## config.mk

```make
export PLATFORM = sky130hd
export DESIGN_NAME = osc_clken_gen
export DESIGN_NICKNAME = d
export VERILOG_FILES = /design/src/rtl/osc_clken_gen.sv
export SDC_FILE = /design/constraint.sdc
export NUM_CORES = 1
export LEC_CHECK = 0
export CAP_MARGIN = 10
export CORE_ASPECT_RATIO = 1.1
export CORE_MARGIN = 2
export CORE_UTILIZATION = 60
export DETAILED_ROUTE_END_ITERATION = 16
export HOLD_SLACK_MARGIN = 0.1
export PLACE_DENSITY = 0.78
export RECOVER_POWER = 50
export SLEW_MARGIN = 15
export SYNTH_ARGS = -nofsm -noshare
export SYNTH_HDL_FRONTEND = slang
export SYNTH_SLANG_ARGS = --single-unit
```

## constraint.sdc

```tcl
create_clock -name CLK -period 8.65 [get_ports CLK]
set_input_delay 1.73 -clock CLK [delete_from_list [all_inputs] [get_ports CLK]]
set_output_delay 1.73 -clock CLK [all_outputs]
set_load 0.05 [all_outputs]
```

## src/rtl/osc_clken_gen.sv

```systemverilog
// Programmable multi-channel clock-enable generator in the RC-oscillator domain.
// Channels stay idle for a settle interval, then emit strobes and 50% toggles per divisor.
module osc_clken_gen #(
  parameter int N_CH           = 4,
  parameter int CH_W           = 2,
  parameter int DIV_W          = 16,
  parameter int DEFAULT_DIV    = 50,
  parameter int STARTUP_CYCLES = 1024
) (
  input  logic              CLK,
  input  logic              RESET,
  input  logic              WR_EN,
  input  logic [CH_W-1:0]   WR_CH,
  input  logic [DIV_W-1:0]  WR_DATA,
  input  logic [N_CH-1:0]   CH_EN,
  output logic              READY,
  output logic [N_CH-1:0]   STROBE,
  output logic [N_CH-1:0]   TOGGLE,
  output logic              ERR
);

  localparam int SET_W = $clog2(STARTUP_CYCLES + 1);
  localparam logic [SET_W-1:0] SET_LAST = SET_W'(STARTUP_CYCLES - 1);
  localparam logic [DIV_W-1:0] DIV_RST  = DIV_W'(DEFAULT_DIV);
  localparam logic [CH_W:0]    NCH_C    = (CH_W + 1)'(N_CH);

  logic [SET_W-1:0] settle_q, settle_d;
  logic             ready_q, ready_d;
  logic             err_q, err_d;
  logic [N_CH-1:0]  strobe_q, strobe_d;
  logic [N_CH-1:0]  toggle_q, toggle_d;
  logic [N_CH-1:0]  pend_q, pend_d;
  logic [DIV_W-1:0] cnt_q [N_CH];
  logic [DIV_W-1:0] cnt_d [N_CH];
  logic [DIV_W-1:0] div_q [N_CH];
  logic [DIV_W-1:0] div_d [N_CH];
  logic [DIV_W-1:0] shadow_q [N_CH];
  logic [DIV_W-1:0] shadow_d [N_CH];

  logic             wr_legal_s;
  logic             wr_illegal_s;
  logic [N_CH-1:0]  active_s;
  logic [N_CH-1:0]  tc_s;
  logic [N_CH-1:0]  hit_s;

  // Write qualification and per-channel status decode
  always_comb begin
    wr_legal_s   = WR_EN && ({1'b0, WR_CH} < NCH_C) && (WR_DATA >= DIV_W'(2));
    wr_illegal_s = WR_EN && !wr_legal_s;
    active_s     = '0;
    tc_s         = '0;
    hit_s        = '0;
    for (int c = 0; c < N_CH; c++) begin
      active_s[c] = ready_q && CH_EN[c];
      tc_s[c]     = (cnt_q[c] == (div_q[c] - DIV_W'(1)));
      hit_s[c]    = wr_legal_s && (WR_CH == CH_W'(c));
    end
  end

  // Settle counter, ready and sticky error
  always_comb begin
    settle_d = settle_q;
    ready_d  = ready_q;
    if (!ready_q) begin
      settle_d = settle_q + SET_W'(1);
      if (settle_q == SET_LAST) begin
        ready_d = 1'b1;
      end else begin
        ready_d = 1'b0;
      end
    end else begin
      settle_d = settle_q;
    end
    if (wr_illegal_s) begin
      err_d = 1'b1;
    end else begin
      err_d = err_q;
    end
  end

  // Per-channel counting; a write landing this edge defers any divisor reload
  always_comb begin
    strobe_d = strobe_q;
    toggle_d = toggle_q;
    pend_d   = pend_q;
    for (int c = 0; c < N_CH; c++) begin
      cnt_d[c]    = cnt_q[c];
      div_d[c]    = div_q[c];
      shadow_d[c] = shadow_q[c];
      if (active_s[c]) begin
        if (tc_s[c]) begin
          cnt_d[c]    = '0;
          strobe_d[c] = 1'b1;
          toggle_d[c] = ~toggle_q[c];
          if (pend_q[c] && !hit_s[c]) begin
            div_d[c]  = shadow_q[c];
            pend_d[c] = 1'b0;
          end else begin
            div_d[c]  = div_q[c];
          end
        end else begin
          cnt_d[c]    = cnt_q[c] + DIV_W'(1);
          strobe_d[c] = 1'b0;
        end
      end else begin
        cnt_d[c]    = '0;
        strobe_d[c] = 1'b0;
        toggle_d[c] = 1'b0;
        if (pend_q[c] && !hit_s[c]) begin
          div_d[c]  = shadow_q[c];
          pend_d[c] = 1'b0;
        end else begin
          div_d[c]  = div_q[c];
        end
      end
      if (hit_s[c]) begin
        shadow_d[c] = WR_DATA;
        pend_d[c]   = 1'b1;
      end else begin
        shadow_d[c] = shadow_q[c];
      end
    end
  end

  // State registers
  always_ff @(posedge CLK or posedge RESET) begin
    if (RESET) begin
      settle_q <= '0;
      ready_q  <= 1'b0;
      err_q    <= 1'b0;
      strobe_q <= '0;
      toggle_q <= '0;
      pend_q   <= '0;
      for (int c = 0; c < N_CH; c++) begin
        cnt_q[c]    <= '0;
        div_q[c]    <= DIV_RST;
        shadow_q[c] <= DIV_RST;
      end
    end else begin
      settle_q <= settle_d;
      ready_q  <= ready_d;
      err_q    <= err_d;
      strobe_q <= strobe_d;
      toggle_q <= toggle_d;
      pend_q   <= pend_d;
      for (int c = 0; c < N_CH; c++) begin
        cnt_q[c]    <= cnt_d[c];
        div_q[c]    <= div_d[c];
        shadow_q[c] <= shadow_d[c];
      end
    end
  end

  assign READY  = ready_q;
  assign STROBE = strobe_q;
  assign TOGGLE = toggle_q;
  assign ERR    = err_q;

endmodule
```

==> out/results.ini <==
[critical_path]
cp_max_fo=100
arrival_ns=5.68
reg2reg_from=div_q[48]
required_ns=9.18
timing.rr.end=div_q[59]
endpoint_kind=asynchronous set/reset pin
rr_worst_depth=10
slowest_stage=clkinvlp_2
start_kind=primary input
path_cells=dlygate4sd3_1 > clkinvlp_2 > buf_4
criticalPathCategory=primary input to asynchronous set/reset pin
worst_path_largest_cell_delay_ns=2.38
reg2reg_slack_ns=3.77
crit_path_start=RESET

[logic_synthesis]
synth_edf_count=0
ys_seq_area_share_pct=50.2
synth_cell_types=70
synth.most_common_cell=dfrtp_1
synth_compound_area_share_pct=4.93
synth_area_leaders=dfrtp_1 (44%), mux2_2 (12%), dfstp_2 (5.8%)
ys.flop_type=dfrtp_1
yosys.area.top_type=dfrtp_1
synth_top_area_share_pct=44.4
async_flop_share_pct=100
yosysWarnings=0
synthMuxAreaShare_pct=14.0
syn-num-nets=999
synth_xor_area_share_pct=11.3
synth_fa_ha_area_share_pct=1.04
ys_ff_latch=217
synth_top_family_by_area=simple AND/OR/NAND/NOR gates
netlist_area_mm2=0.0109
netlist_instances=965
synth_simple_gate_area_share_pct=16.4
synth_area_per_cell_um2=11.3
synth_commonest_cells=dfrtp_1 (193), mux2_2 (114), nor2_1 (94)

[run_status]
failed_checks=capacitance limit, slew limit
status=finished, violations left

[routing]
antenna_left=0
drc=0
firstDrtPassIters=4
viasPerCell=5.77
first_iter_violations=447
wl_per_cell_um=17.6
vias=7231
finalWirelength_mm=22.0

[pwr]
p_clk_share_pct=34.0
p_int_mw=2.11
leakagePower_nw=4.97
p_seq_share_pct=47.3
switching_share_pct=28.4
power_density_mw_per_mm2=242
total_power_mw=2.95
power_frac_comb_pct=18.7
peakVddDrop_v=0.000204
p_sw_uw=838

[placed_design]
dp_slack_ns=3.60
port_buffers=34
gp_congestion=0.889
hpwl_mm=15.3

[global_route]
met3_usage_pct=3.11
grt.busiest_layer=met2
antenna_found_initial=0
grt_pass1_wl_mm=36.9
grt_max_degree=101
grt_pass1_vias=7314
gr-usage-met2_pct=38.9
grt_overflow=0
met1_usage_pct=31.8
grtUsageTotal_pct=23.3

[floorplanning]
fp.coreArea_mm2=0.0177
die-area_mm2=0.0192
initial_core_util_pct=61.3
die_x_um=132
ioPinCount=35
die_h_um=145
fp-row-count=51

[final_layout]
areaGrowthSynthToFinish_pct=12.0
multi_input_area_mm2=0.00517
final_layout_size_suffix_gt1_share_pct=20.0
diodes=0
final_nets=1035
fill_cells=1377
seq_area_mm2=0.00546

[run]
drv_cap=1

[sta]
finClkSkew_ns=0.0105
slew_violations=101
tightest_slew_ns=4.23
finalCritPeriodShare_pct=59.6
setup_ws_ns=3.49
period_minus_slack_ns=5.16
fmax_mhz=194
setup_viol=0
hold_viol_final=0
relSlewSlack_pct=-184
finalSetupTns_ns=0
rsz0062_at_grt=no

[clock_network]
cts_num_sinks=217
htreeDepth=1
cts-buffers-inserted=23
clk_pin_slew_ns=0.06
clk_path_buf_depth=3
cts_resized=0
cts-root-buf=clkbuf_16
postCtsSetupBuffers=0
clk_latency_ns=0.50
cts_tree=built
cts-hold-fix-buffers=0

[min_path]
min_path_type=flop to flop
hold_path_depth=1
worstHoldStart=pend_q[3]
min_to=pend_q[3]

-- metal layers --
layer	vias to the layer above	share of wire, %
met2	103	48
met5	-	0
met1	3611	46
met3	43	3.5
met4	0	2.4
li1	3474	-
-- final cells by class --
class | count | share of cell area, %
Sequential cell | 217 | 44.9
Multi-Input combinational cell | 697 | 42.5
Clock buffer | 34 | 5.73
Timing Repair Buffer | 41 | 3.17
Tap cell | 238 | 2.45
Clock inverter | 6 | 0.689
Inverter | 21 | 0.658
-- power groups by stage --
stage	clock network (mW)	registers, mW	logic (mW)
global placement	0	1.40	0.529
detailed placement	0	1.41	0.549
CTS	1.02	1.39	0.556
global route	1.06	1.42	0.611
finish	1.00	1.39	0.553
floorplan	0	1.32	0.485
-- state kept, by name, summed over array words and instances, names as in the netlist --
register  flops
ERR           1
READY         1
STROBE        4
TOGGLE        4
cnt_q        64
div_q        64
pend_q        4
settle_q     11
shadow_q     64
-- cells by family (layout without fill, tap and decap cells) --
kind of cell	count (synthesis)	after routing
adders and majority gates	9	9
muxes	132	132
AOI/OAI and AO/OA	75	75
and+or+nand+nor	341	341
DFF	217	217
xor gates and xnor gates	140	140
buffers and inverters	51	102
-- worst max-delay path: cells and delay by family --
family / cells / cell delay [ns]
buf+inv: 3 / 3.87
-- worst max path at each step --
stage | to | slack (ns)
3_3_place_gp | div_q[31] | 3.71
5_1_grt | cnt_q[58] | 2.66
4_1_cts | div_q[30] | 4.10
6_report | cnt_q[58] | 3.49
3_5_place_dp | div_q[22] | 3.60
2_1_floorplan | ERR | 1.02
-- layout by cell type (no fill, tap or decap), types with 8 or more instances in the layout --
master	count
mux2_4	10
nor2b_1	9
or3_1	8
inv_1	20
a21oi_1	10
nand3_1	56
ha_1	9
xnor2_1	72
xor2_1	68
nor2_1	94
nor4_1	15
clkdlybuf4s50_1	32
dfrtp_1	193
nor3_1	32
mux2_2	114
nand2_1	42
clkbuf_8	8
dfstp_2	24
nand4_1	14
and3_1	25
and2_1	8
clkbuf_16	23
o21ai_0	16
-- through the flow --
stage	util, %	hold WS (ns)	cells	instance area [um2]
final	68.6	0.470	1254	12200
after global routing	68.6	0.497	1254	12200
after CTS	68.8	0.474	1254	12200
after detailed placement	64.4	0.455	1214	11400
after global placement	64.4	0.448	1214	11400
after floorplan	-	0.433	965	10900
(Power assumes the default switching activity.)
==> variant 1 (config.mk and constraints unchanged) <==
Change the parameter `CH_W` from 2 to 4.
--- a/src/rtl/osc_clken_gen.sv
+++ b/src/rtl/osc_clken_gen.sv
@@ -2,7 +2,7 @@
 // Channels stay idle for a settle interval, then emit strobes and 50% toggles per divisor.
 module osc_clken_gen #(
   parameter int N_CH           = 4,
-  parameter int CH_W           = 2,
+  parameter int CH_W           = 4,
   parameter int DIV_W          = 16,
   parameter int DEFAULT_DIV    = 50,
   parameter int STARTUP_CYCLES = 1024
Interface: changed (resized WR_CH); port bits go from 35 to 37. The function was not compared with the original's and may differ.
==> variant 1 against the unedited design <==
- global-route usage shrank 0.12 points
- design area increased by 1.9%
- worst setup slack better by 0.61 ns
- sequential cell count did not move
- clock skew is 0.0017 ns lower
- routed wire length decreased by 0.95%
- total power is 5.3% higher
- via count rose by 0.90%
- area after synthesis up 1.8%
- die area is 1.8% higher
- largest cell class unchanged
- critical endpoint is now div_q[54]
==> variant 1: results (changes against the unedited design) <==
CP top delay family - simple AND/OR/NAND/NOR gates
TritonRoute pass-1 iters - 5 (+1)
Routed wire per std cell - 17.2 um (-2.2%)
slowest CP cell - nor4b_1
DR vias/cell - 5.74 (-0.37%)
largest net degree at the start of global routing - 128 (+27%)
Placed Area - 0.0116 mm2 (+1.6%)
Static Leak - 5.31 nW (+6.7%)
setup slack, reg-to-reg - 4.11 ns (+0.34 ns)
Adder-Cell Fraction of Synth Area - 1.02% (-0.019 points)
synth top area cells - dfrtp_1 (44%), mux2_2 (11%), xor2_1 (5.9%)
Port Buffers - 36 (+5.9%)
hpwl dp - 15000 um (-1.7%)
Switching Fraction - 29.0% (+0.58 points)
final net count - 1047 (+1.2%)
final hold slack - 0.461 ns (-0.00874 ns)
compound-gate portion of the synthesized area - 4.97% (+0.047 points)
status - finished clean
Max-Slew Margin vs Limit - 27.4% (+210 points)
Post-Route WL - 21800 um (-0.95%)
Slowest Stage Delay on Critical Path - 0.73 ns (-1.65 ns)
Hold EP - settle_q[10]
GRT Util Overall - 23.2% (-0.12 points)
Setup Skew - 0.00877 ns (-0.00174 ns)
Crit path arrival time - 4.93 ns (-0.75 ns)
Hold Startpoint - settle_q[10]
pre-CTS setup slack - 3.76 ns (+0.155 ns)
Worst R2R End - div_q[54]
top cells by count, synth - dfrtp_1 (193), mux2_2 (108), nor2_1 (104)
ratio of cells with drive above 1 in the final layout - 20.3% (+0.27 points)
Synth Instances - 982 (+1.8%)
placed cells - 1229 (+1.2%)
Layout fillers - 1362 (-1.1%)
Post-Synth XOR/XNOR Area - 11.6% (+0.27 points)
[variant 1: layout make-up]
cell class                      count  area (um2)  area share [%]
Tap cell                          243         304            2.45
Sequential cell                   217        5460            44.0
Clock inverter                      9         154            1.24
Timing Repair Buffer               40         390            3.15
Clock buffer                       32         659            5.32
Inverter                           23        93.8           0.757
Multi-Input combinational cell    706        5340            43.1
[variant 1: power by group through the flow]
stage | sequential (mW) | clock (mW) | combinational (mW)
after floorplan | 1.31 | 0 | 0.583
after global placement | 1.39 | 0 | 0.655
after detailed placement | 1.39 | 0 | 0.676
after CTS | 1.38 | 1.07 | 0.683
after global routing | 1.40 | 1.11 | 0.765
final | 1.38 | 1.05 | 0.682
[variant 1: metal layers]
layer / GRT usage (%) / share of wire [%] / vias to the layer above
li1: - / - / 3517
met1: 33.4 / 47 / 3590
met2: 37.0 / 47 / 148
met3: 3.51 / 4.3 / 41
met4: 6.12 / 1.9 / 0
met5: 0 / 0 / -
[variant 1: worst max-delay path by stage]
stage / start / end / cells after the start
after floorplan: RESET / ERR / 1
after global placement: WR_DATA[7] / div_q[9] / 7
after detailed placement: WR_DATA[9] / div_q[3] / 7
after CTS: div_q[48] / div_q[48] / 10
after global routing: div_q[48] / div_q[54] / 10
final: div_q[48] / div_q[54] / 10
[variant 1: logic make-up (layout without fill, tap and decap cells)]
family          count (synthesis)  count (layout)
fa+ha+maj                       9               9
mux                           134             134
simple gates                  344             344
flops                         217             217
xor+xnor                      146             146
compound gates                 73              73
buf+inv                        59             104
==> variant 2 (same settings) <==
Without the edit above. Register the output `ERR` once more, without a reset; this adds one clock of latency there. The other outputs are not delayed to match.
--- a/src/rtl/osc_clken_gen.sv
+++ b/src/rtl/osc_clken_gen.sv
@@ -154,6 +154,8 @@
   assign READY  = ready_q;
   assign STROBE = strobe_q;
   assign TOGGLE = toggle_q;
-  assign ERR    = err_q;
+  always_ff @(posedge CLK) begin
+    ERR <= err_q;
+  end
 
 endmodule
Formal check against the unedited RTL: not equivalent (Yosys sat finds a counterexample within 4 cycles, from zero or initial values and one cycle with RESET high).
==> variant 2 against the unedited design <==
- the flow still finishes with violations (capacitance limit, slew limit)
- worst setup slack got worse by 0.92 ns
- area after synthesis rose by 0.18%
- sequential cell count up 1
- core utilization decreased by 0.13 points
- routed wire length shrank 1.4%
- design area down 0.19%
- global-route usage fell by 0.13 points
- register-to-register slack got worse by 1.2 ns
- synthesized cell count rose by 0.10%
- first-iteration DRC count grew 5.6%
- worst hold slack got worse by 0.012 ns
- total power shrank 0.32%
- critical endpoint is now div_q[60]
- largest cell class unchanged
- largest power group unchanged
==> variant 2: results (changes against the unedited design) <==
Yosys Warn Count - 0 (unchanged)
Layout fillers - 1358 (-1.4%)
CTS max path bufs - 3 (unchanged)
VDD IR max - 0.154 mV (-24%)
Max-Slew Margin vs Limit - -38.2% (+150 points)
via count - 7208 (-0.32%)
Placed Area - 0.0114 mm2 (about the same)
post-synthesis sequential area ratio - 50.3% (+0.091 points)
ANT nets after route - 0 (unchanged)
top cells by count, synth - dfrtp_1 (193), mux2_2 (114), nor2_1 (94)
CP max FO - 18 (-82%)
status - complete, but fails checks
final number of hold-violating endpoints - 0 (unchanged)
CTS buffer count - 23 (unchanged)
Yosys cell types - 71 (+1.4%)
Crit path arrival time - 6.48 ns (+0.80 ns)
first-pass GRT wire length - 36700 um (-0.32%)
hpwl dp - 15000 um (-1.7%)
Setup Skew - 0.0167 ns (+0.00616 ns)
failing checks - capacitance limit, slew limit
Clock transition at path regs - 0.06 ns (about the same)
ratio of cells with drive above 1 in the final layout - 19.5% (-0.49 points)
ys async rst share - 99.5% (-0.46 points)
max-slew violation count - 19 (-81%)
vias in the first global route - 7333 (+0.26%)
Slowest Stage Delay on Critical Path - 1.56 ns (-0.82 ns)
Max-Cap Viols - 1 (unchanged)
Port Buffers - 34 (unchanged)
Net Count, Synth - 1000 (+0.10%)
pre-CTS setup slack - 3.70 ns (+0.0945 ns)
post-CTS setup buffers - 0 (unchanged)
largest net degree at the start of global routing - 146 (+45%)
initial detailed-routing violation count - 472 (+5.6%)
root buf cell - clkbuf_16
GRT Util Overall - 23.2% (-0.13 points)
Routed wire per std cell - 17.3 um (-1.4%)
CP top delay family - simple AND/OR/NAND/NOR gates
GPL Wtd Cong - 0.829 (-6.8%)
slowest CP cell - o21ai_0
Static Leak - 4.96 nW (-0.34%)
synth top area cells - dfrtp_1 (44%), mux2_2 (12%), dfstp_2 (5.8%)
variant 2: changes by cell type after synthesis, sizes merged:
cell | unedited run | this run
dfxtp | 0 | 1
variant 2: cell type report:
class | count | area [um2] | area share, %
sequential | 218 | 5480 | 45.1
timing repair buffer | 39 | 363 | 2.99
clock inverter | 11 | 121 | 0.999
multi-input combinational | 697 | 5150 | 42.4
clock buffer | 30 | 652 | 5.37
tap | 238 | 298 | 2.45
inverter | 21 | 86.3 | 0.711
variant 2: cell families after synthesis:
kind of cell	synth area share [%]
simple gates	16.3
flops	50.3
xor+xnor	11.3
mux	14.0
compound gates	4.92
buf+inv	2.15
fa+ha+maj	1.03
variant 2: report_power, final:
part           internal, mW  switching, mW  leakage [nW]
clock                 0.593          0.404         0.379
combinational         0.300          0.247          1.85
sequential             1.20          0.196          2.73
total                  2.09          0.848          4.96
variant 2: final timing paths:
| check | from | to | slack (ns) | cells past startpoint |
|---|---|---|---|---|
| worst min register to register | err_q | ERR | 0.46 | 0 |
| max in group asynchronous | RESET | div_q[6] | 5.24 | 3 |
| worst max register to register | div_q[48] | div_q[60] | 2.57 | 10 |
| worst min-delay path | err_q | ERR | 0.46 | 0 |
| worst max-delay path | div_q[48] | div_q[60] | 2.57 | 10 |
| min in group asynchronous | RESET | STROBE[2] | 1.91 | 2 |
variant 2: per-stage QoR:
| stage | total power, mW | instances |
|---|---|---|
| after floorplan | 1.81 | 966 |
| after global placement | 1.93 | 1213 |
| final | 2.94 | 1254 |
| after CTS | 2.97 | 1254 |
| after detailed placement | 1.96 | 1213 |
| after global routing | 3.09 | 1254 |
variant 2: routing by layer:
metal  vias to the layer above  global-route usage (%)  share of wire (%)
met3                        47                    3.39                3.8
met2                       100                    38.2                 48
met1                      3584                    31.5                 45
li1                       3477                       -                  -
met5                         -                       0                  0
met4                         0                    8.17                3.2
variant 2: worst reg2reg max path, stage by stage, from the launching register on:
cell and delay (ns):
dfrtp_1 0.43, inv_1 0.08, ha_1 0.23, nor4b_1 1.04
nand4_1 0.22, xnor2_1 0.20, nand4_1 0.10, or4b_2 0.69
o21ai_0 1.56, nor3b_4 0.99, mux2_2 0.42
